### config.mk
export PLATFORM = sky130hd
export DESIGN_NAME = uart_tx_fifo
export DESIGN_NICKNAME = d
export VERILOG_FILES = /design/src/rtl/uart_tx_fifo.sv
export SDC_FILE = /design/constraint.sdc
export NUM_CORES = 1
export LEC_CHECK = 0
export ABC_AREA = 1
export BUFFER_PORTS_ARGS = -buffer_cell sky130_fd_sc_hd__buf_2
export CAP_MARGIN = 5
export CORE_MARGIN = 8
export CORE_UTILIZATION = 30
export DETAILED_ROUTE_END_ITERATION = 6
export GPL_TIMING_DRIVEN = 0
export HOLD_SLACK_MARGIN = 0.1
export PLACE_DENSITY = 0.41
export SYNTH_ARGS = -nofsm -noshare
export SYNTH_HDL_FRONTEND = slang
export SYNTH_SLANG_ARGS = --single-unit
### constraint.sdc
create_clock -name clk -period 4.6 [get_ports clk]
set_clock_uncertainty 0.15 [all_clocks]
set_input_delay 0.23 -clock clk [delete_from_list [all_inputs] [get_ports clk]]
set_output_delay 0.23 -clock clk [all_outputs]
set_load 0.01 [all_outputs]
### src/rtl/uart_tx_fifo.sv
// Byte FIFO that drains into the UART wrapper through its tx_wr/tx_flag handshake.
// Define UART_TX_CRLF_EN to expand each stored 8'h0A into the pair 8'h0D, 8'h0A on the wire.
module uart_tx_fifo #(
   parameter int DEPTH_LOG2 = 4
) (
   input  logic                  clk,
   input  logic                  reset,
   input  logic [7:0]            wr_data,
   input  logic                  wr_en,
   output logic                  full,
   output logic                  empty,
   output logic [DEPTH_LOG2:0]   count,
   output logic                  overflow,
   output logic [7:0]            tx_data,
   output logic                  tx_wr,
   input  logic                  tx_flag
);

   localparam int DEPTH = 2 ** DEPTH_LOG2;
   localparam logic [DEPTH_LOG2:0]   CNT_FULL = (DEPTH_LOG2 + 1)'(DEPTH);
   localparam logic [DEPTH_LOG2:0]   CNT_ONE  = (DEPTH_LOG2 + 1)'(1);
   localparam logic [DEPTH_LOG2-1:0] PTR_ONE  = DEPTH_LOG2'(1);

   typedef enum logic [1:0] {IDLE, ISSUE, WAIT_BUSY, WAIT_DONE} state_t;

   logic [7:0]            mem_q [DEPTH];
   logic [DEPTH_LOG2-1:0] wrPtr_q;
   logic [DEPTH_LOG2-1:0] rdPtr_q;
   logic [DEPTH_LOG2:0]   count_q;
   logic [DEPTH_LOG2:0]   count_d;
   logic                  full_q;
   logic                  empty_q;
   logic                  overflow_q;
   state_t                state_q;
   logic [7:0]            txData_q;
   logic                  txWr_q;
   logic [7:0]            headByte;
   logic                  wrAccept;
   logic                  loadDo;
   logic                  crInsert;
   logic                  popDo;
`ifdef UART_TX_CRLF_EN
   logic                  crDone_q;
`endif

   assign headByte = mem_q[rdPtr_q];

   // full is the registered flag, so a pop in the same cycle never frees room for a write
   always_comb begin
      wrAccept = wr_en && !full_q;
      loadDo   = (state_q == IDLE) && !empty_q && tx_flag;
`ifdef UART_TX_CRLF_EN
      crInsert = loadDo && (headByte == 8'h0A) && !crDone_q;
`else
      crInsert = 1'b0;
`endif
      popDo    = loadDo && !crInsert;
      count_d  = count_q;
      if (wrAccept && !popDo) begin
         count_d = count_q + CNT_ONE;
      end else if (!wrAccept && popDo) begin
         count_d = count_q - CNT_ONE;
      end
   end

   always_ff @(posedge clk) begin
      if (wrAccept) begin
         mem_q[wrPtr_q] <= wr_data;
      end
   end

   always_ff @(posedge clk) begin
      if (reset) begin
         wrPtr_q    <= '0;
         rdPtr_q    <= '0;
         count_q    <= '0;
         full_q     <= 1'b0;
         empty_q    <= 1'b1;
         overflow_q <= 1'b0;
      end else begin
         if (wrAccept) begin
            wrPtr_q <= wrPtr_q + PTR_ONE;
         end
         if (popDo) begin
            rdPtr_q <= rdPtr_q + PTR_ONE;
         end
         if (wr_en && full_q) begin
            overflow_q <= 1'b1;
         end
         count_q <= count_d;
         full_q  <= (count_d == CNT_FULL);
         empty_q <= (count_d == '0);
      end
   end

   // Drain FSM: one frame per byte, paced by the wrapper dropping and raising tx_flag
   always_ff @(posedge clk) begin
      if (reset) begin
         state_q  <= IDLE;
         txData_q <= 8'h00;
         txWr_q   <= 1'b0;
`ifdef UART_TX_CRLF_EN
         crDone_q <= 1'b0;
`endif
      end else begin
         txWr_q <= 1'b0;
         case (state_q)
            IDLE: begin
               if (loadDo) begin
                  txWr_q  <= 1'b1;
                  state_q <= ISSUE;
                  if (crInsert) begin
                     txData_q <= 8'h0D;
                  end else begin
                     txData_q <= headByte;
                  end
`ifdef UART_TX_CRLF_EN
                  crDone_q <= crInsert;
`endif
               end
            end
            ISSUE: begin
               state_q <= WAIT_BUSY;
            end
            WAIT_BUSY: begin
               if (!tx_flag) begin
                  state_q <= WAIT_DONE;
               end
            end
            WAIT_DONE: begin
               if (tx_flag) begin
                  state_q <= IDLE;
               end
            end
            default: begin
               state_q <= IDLE;
            end
         endcase
      end
   end

   assign full     = full_q;
   assign empty    = empty_q;
   assign count    = count_q;
   assign overflow = overflow_q;
   assign tx_data  = txData_q;
   assign tx_wr    = txWr_q;

endmodule

-- Yosys cells after proc, flatten, opt, wreduce, memory -nomap -nowiden
Memory sizes are Yosys's and may differ from the RTL's. A register that Yosys moved wholly into a read port is not among the register bits.
Index checks and enable logic that the tools add are counted.
- add/subtract/negate cells: 4
- equal/unequal tests: 7
- muxes and demuxes: 9
- reductions and logical operators: 15
- bitwise logic cells: 1
- operators with widths (kind ; count):
    two-way mux 5 bit ; 2
    adder 4 x 1 -> 4 bit (second input constant) ; 2
    case mux 2 bit (4 select lines) ; 1
    logical AND 1 bit ; 6
    two-way mux 2 bit ; 3
    != test 2 bit (second input constant) ; 3
    adder 5 x 1 -> 5 bit (second input constant) ; 1
    equality test 5 bit (second input constant) ; 1
    logical NOT 5 bit ; 1
    subtractor 5 x 1 -> 5 bit (second input constant) ; 1
    equality test 2 bit (second input constant) ; 2
    logical NOT 1 bit ; 4
    two-way mux 1 bit ; 3
    AND reduction 3 bit ; 1
    equality test 2 x 1 -> 1 bit (second input constant) ; 1
    logical NOT 2 bit ; 1
    AND reduction 2 bit ; 1
    OR reduction 2 bit ; 1
    inverter 1 bit ; 1
- bits of input ports: 12
- bits in registers: 19
- RAM bits: 128
- output and inout port bits: 17
- memories: 1
- memories (memory ; words ; width ; read ports ; clocked after Yosys merged registers in ; wr ports ; RTL line ; RTL):
    mem_q ; 16 ; 8 ; 1 ; 1 ; 1 ; 26 ; logic [7:0] mem_q [DEPTH];

-- Depth between registers and ports, before layout
- depth after elaboration: 7
- depth in mapped cells: 11
- mapped depth without buffers: 11

-- Worst setup path before layout
OpenSTA, ideal clock, no wires.
- path kind: register to register
- start point: reg full_q (netlist: full)
- end point: mem mem_q[11][0], enable pin
- data arrival time: 1.109 ns
- slack: 2.971 ns
- stages on the path, launching flop included: 6
- required time: 4.080 ns
- cells stage by stage: dfxtp_1 inv_1 nand2_1 nor2_1 nand2_1 nor2_1
- cells in the longest elaborated chain, start to end: 4
- ends and longest elaborated chain (what ; RTL line ; RTL):
    start: declaration ; 31 ; logic full_q;
    start signal: assignment ; 91 ; full_q <= (count_d == CNT_FULL);
    logical NOT 1 bit ; 50 ; wrAccept = wr_en && !full_q;
    logical AND 1 bit ; 50 ;
    two-way mux 1 bit ; 67 ; if (wrAccept) begin
    two-way mux 1 bit (not written as such) ; 68 ; mem_q[wrPtr_q] <= wr_data;
    end: declaration ; 26 ;
Every way passes these cells.

-- Worst setup path after layout
- start point: in wr_en
- end point: mem mem_q[7][6], enable pin
- cells in the longest elaborated chain, start to end: 3
- ends and longest elaborated chain (what ; RTL line ; RTL):
    start: declaration ; 9 ; input logic wr_en,
    logical AND 1 bit ; 50 ;
    two-way mux 1 bit ; 67 ;
    two-way mux 1 bit (not written as such) ; 68 ;
Every way passes these cells.

==> flow_summary.ini <==
[placement]
dp.cells = 927
dp_hpwl_um = 12900
pre_cts_slack_ps = 2430
port_buffers = 27
gp_congestion = 0.836

[clock_network]
cts.sinks = 155
cts-buffers-inserted = 17
cts.clk_slew.worst_paths_ps = 60
htreeDepth = 4
cts.path.max_buffers = 2
cts.repair.resized = 0
clock_latency_ps = 410
tritoncts = done
cts_root_buf = clkbuf_16

[setup_path]
cp-end-kind = register
r2r_start = full
crit_path_top_delay_cell = nor2_1
crit_start = wr_en
crit_type = input port to register
start_kind = input port
crit_fanout = 8
cp_data_arrival_time_ps = 2150
worstPathRequired_ps = 4490
cpMostUsedCell = nor2_1
path_cells = dlygate4sd3_1 -> buf_2 -> nand2_1 -> nor2_1 -> inv_1 -> nor2_1
cpPeakStageDelay_ps = 740

[synth]
synthMuxAreaShare_pct = 0
synth_commonest_cells = edfxtp_1, nor2_1, nand2_1
synth.most_common_cell = edfxtp_1
synth_top_area_share_pct = 57.6
netlist_area_um2 = 6670
synth-xor-area-share_pct = 0
postSynth.asyncResetShare_pct = 0
synth_top_family_by_area = simple AND/OR/NAND/NOR gates
synth_area_leaders = edfxtp_1, dfxtp_1, nor2_1, nand2_1, nand3_1
synth_adder_area_share_pct = 2.06
synth_edf_count = 128
synth_compound_area_share_pct = 7.87
yosysWarningCount = 0
synth_simple_gate_area_share_pct = 18.4
syn_nets = 643
ys_ff_latch = 155
synth_top_cell_by_area = edfxtp_1
syn_area_per_cell_um2 = 10.8
synth.distinct_cells = 26
synth_cells = 620
synth.yosys.seq_area_share_pct = 65.7
ys.flop_type = edfxtp_1

[sta]
fin_setup_tns_ps = 0
clock.fmax_mhz = 442
hold_slack_ps = 123
min_period_ps = 2260
slew_violations = 0
setup_viol = 0
setup_slack_ps = 2340
slew_headroom_pct = 35.7
hold_violations = 0
max_slew.worst_pin.slew_ps = 961
finalCritPeriodShare_pct = 49.2
rsz0062_at_grt = no

[layout]
fillers = 2177
layout-drive-gt1-share_pct = 16.0
area_delta_synth_final_pct = 16.1
antenna_cells = 0
instances_no_fill = 962
fin_nets = 692
seq_area_um2 = 4380
multi_input_area_um2 = 1890

[global_route]
gr-total-overflow = 0
grt_max_degree = 17
grt_use_total_pct = 13.9
first_global_vias = 4667
grt_first_pass_wirelength_um = 27300
grt_antenna_before_repair = 0

[detailed_routing]
wl_um = 18200
drt_pass1_iterations = 5
wire_per_inst_um = 18.9
vias = 4598
final_antenna_net_count = 0
drt-initial-drc-count = 323
vias_per_cell = 4.78
drc_errors = 0

[pwr]
p_per_area_nw_per_um2 = 497
ir_worst_vdd_v = 0.000233
leakagePower_nw = 2.94

[die]
coreArea_um2 = 21800
ioPinCount = 29
die_y_um = 165
rows = 54
die-area_um2 = 27300
die_width_um = 165
start_util_pct = 30.6

[flow_run]
drv_cap = 0

[hold_path]
hold_path_class = input port to register
min_from = wr_data[7]

[status]
status = completed
[power breakdown]
group / internal, mW / switching, mW / total [mW] / leakage [nW]
sequential: 1.59 / 0.0489 / 1.63 / 1.38
clock: 0.792 / 0.557 / 1.35 / 0.266
combinational: 0.291 / 0.577 / 0.868 / 1.29
total: 2.67 / 1.18 / 3.85 / 2.94
[cell usage in the layout (no fill, tap or decap)]
cell type / instances
buf_4: 3
clkinv_1: 2
clkbuf_16: 17
clkbuf_1: 5
ha_1: 11
nand2_2: 1
buf_6: 8
o21ai_0: 26
clkinv_2: 5
o21ai_1: 16
nand3_1: 68
edfxtp_1: 128
inv_2: 4
buf_2: 42
dfxtp_1: 27
nand4_1: 2
clkinvlp_4: 4
buf_1: 1
nor3_1: 3
o211ai_1: 5
dlygate4sd3_1: 3
bufinv_16: 2
o211ai_2: 16
inv_1: 48
a211oi_1: 1
nand2_1: 100
a21oi_1: 14
nor4_1: 1
clkinv_4: 1
nand3_2: 3
nor2_1: 112
nor2_2: 3
[worst max-delay path, delay by kind of cell]
family        cells  cell delay [ps]
buf+inv           3              740
simple gates      3             1160
[timing repair]
action / 4_1_cts / 5_1_grt
hold buffers: 3 / 0
hold endpoints to repair: 6 / 0
buffers inserted: 0 / 0
[registers in the layout, summed over array words and instances, names as in the netlist]
register and count:
tx_data 8, state_q 2, rdPtr_q 4, wrPtr_q 4
overflow 1, full 1, mem_q 128, tx_wr 1
empty 1, count 5
[routing by layer]
| metal | GRT usage, % | vias to the layer above | wire length (um) |
|---|---|---|---|
| met2 | 23.2 | 98 | 8790 |
| met3 | 3.30 | 15 | 730 |
| met5 | 0 | - | 0 |
| met4 | 3.36 | 0 | 194 |
| met1 | 17.9 | 2273 | 8480 |
| li1 | - | 2212 | - |
[cells by family (layout without fill, tap and decap cells)]
logic type               after synthesis  in the layout
adder cells (fa/ha/maj)               11             11
flip-flops                           155            155
AO/OA/AOI/OAI                         78             78
AND/OR/NAND/NOR                      293            293
buffers and inverters                 83            145
[final cells by class]
cell class | instances | area share [%]
Buffer | 30 | 2.62
Clock buffer | 19 | 5.59
Clock inverter | 13 | 1.65
Inverter | 53 | 2.57
Multi-Input combinational cell | 382 | 24.4
Sequential cell | 155 | 56.6
Tap cell | 280 | 4.52
Timing Repair Buffer | 30 | 2.13
[path summary, 6_finish.rpt]
| path | depth (start not counted) | endpoint | slack, ps |
|---|---|---|---|
| max | 6 | mem_q[7][6] | 2340 |
| min | 1 | mem_q[10][7] | 120 |
| max reg2reg | 5 | mem_q[7][6] | 2390 |
| min reg2reg | 2 | overflow | 330 |
[per-stage QoR]
step,power [mW],instance area (um2),utilization [%]
2_1_floorplan,2.22,6670,-
3_3_place_gp,2.53,7160,32.8
3_5_place_dp,2.54,7160,32.8
4_1_cts,3.89,7750,35.5
5_1_grt,4.04,7750,35.5
6_report,3.85,7750,35.5
Note: power is estimated with default switching activity, not from simulation.
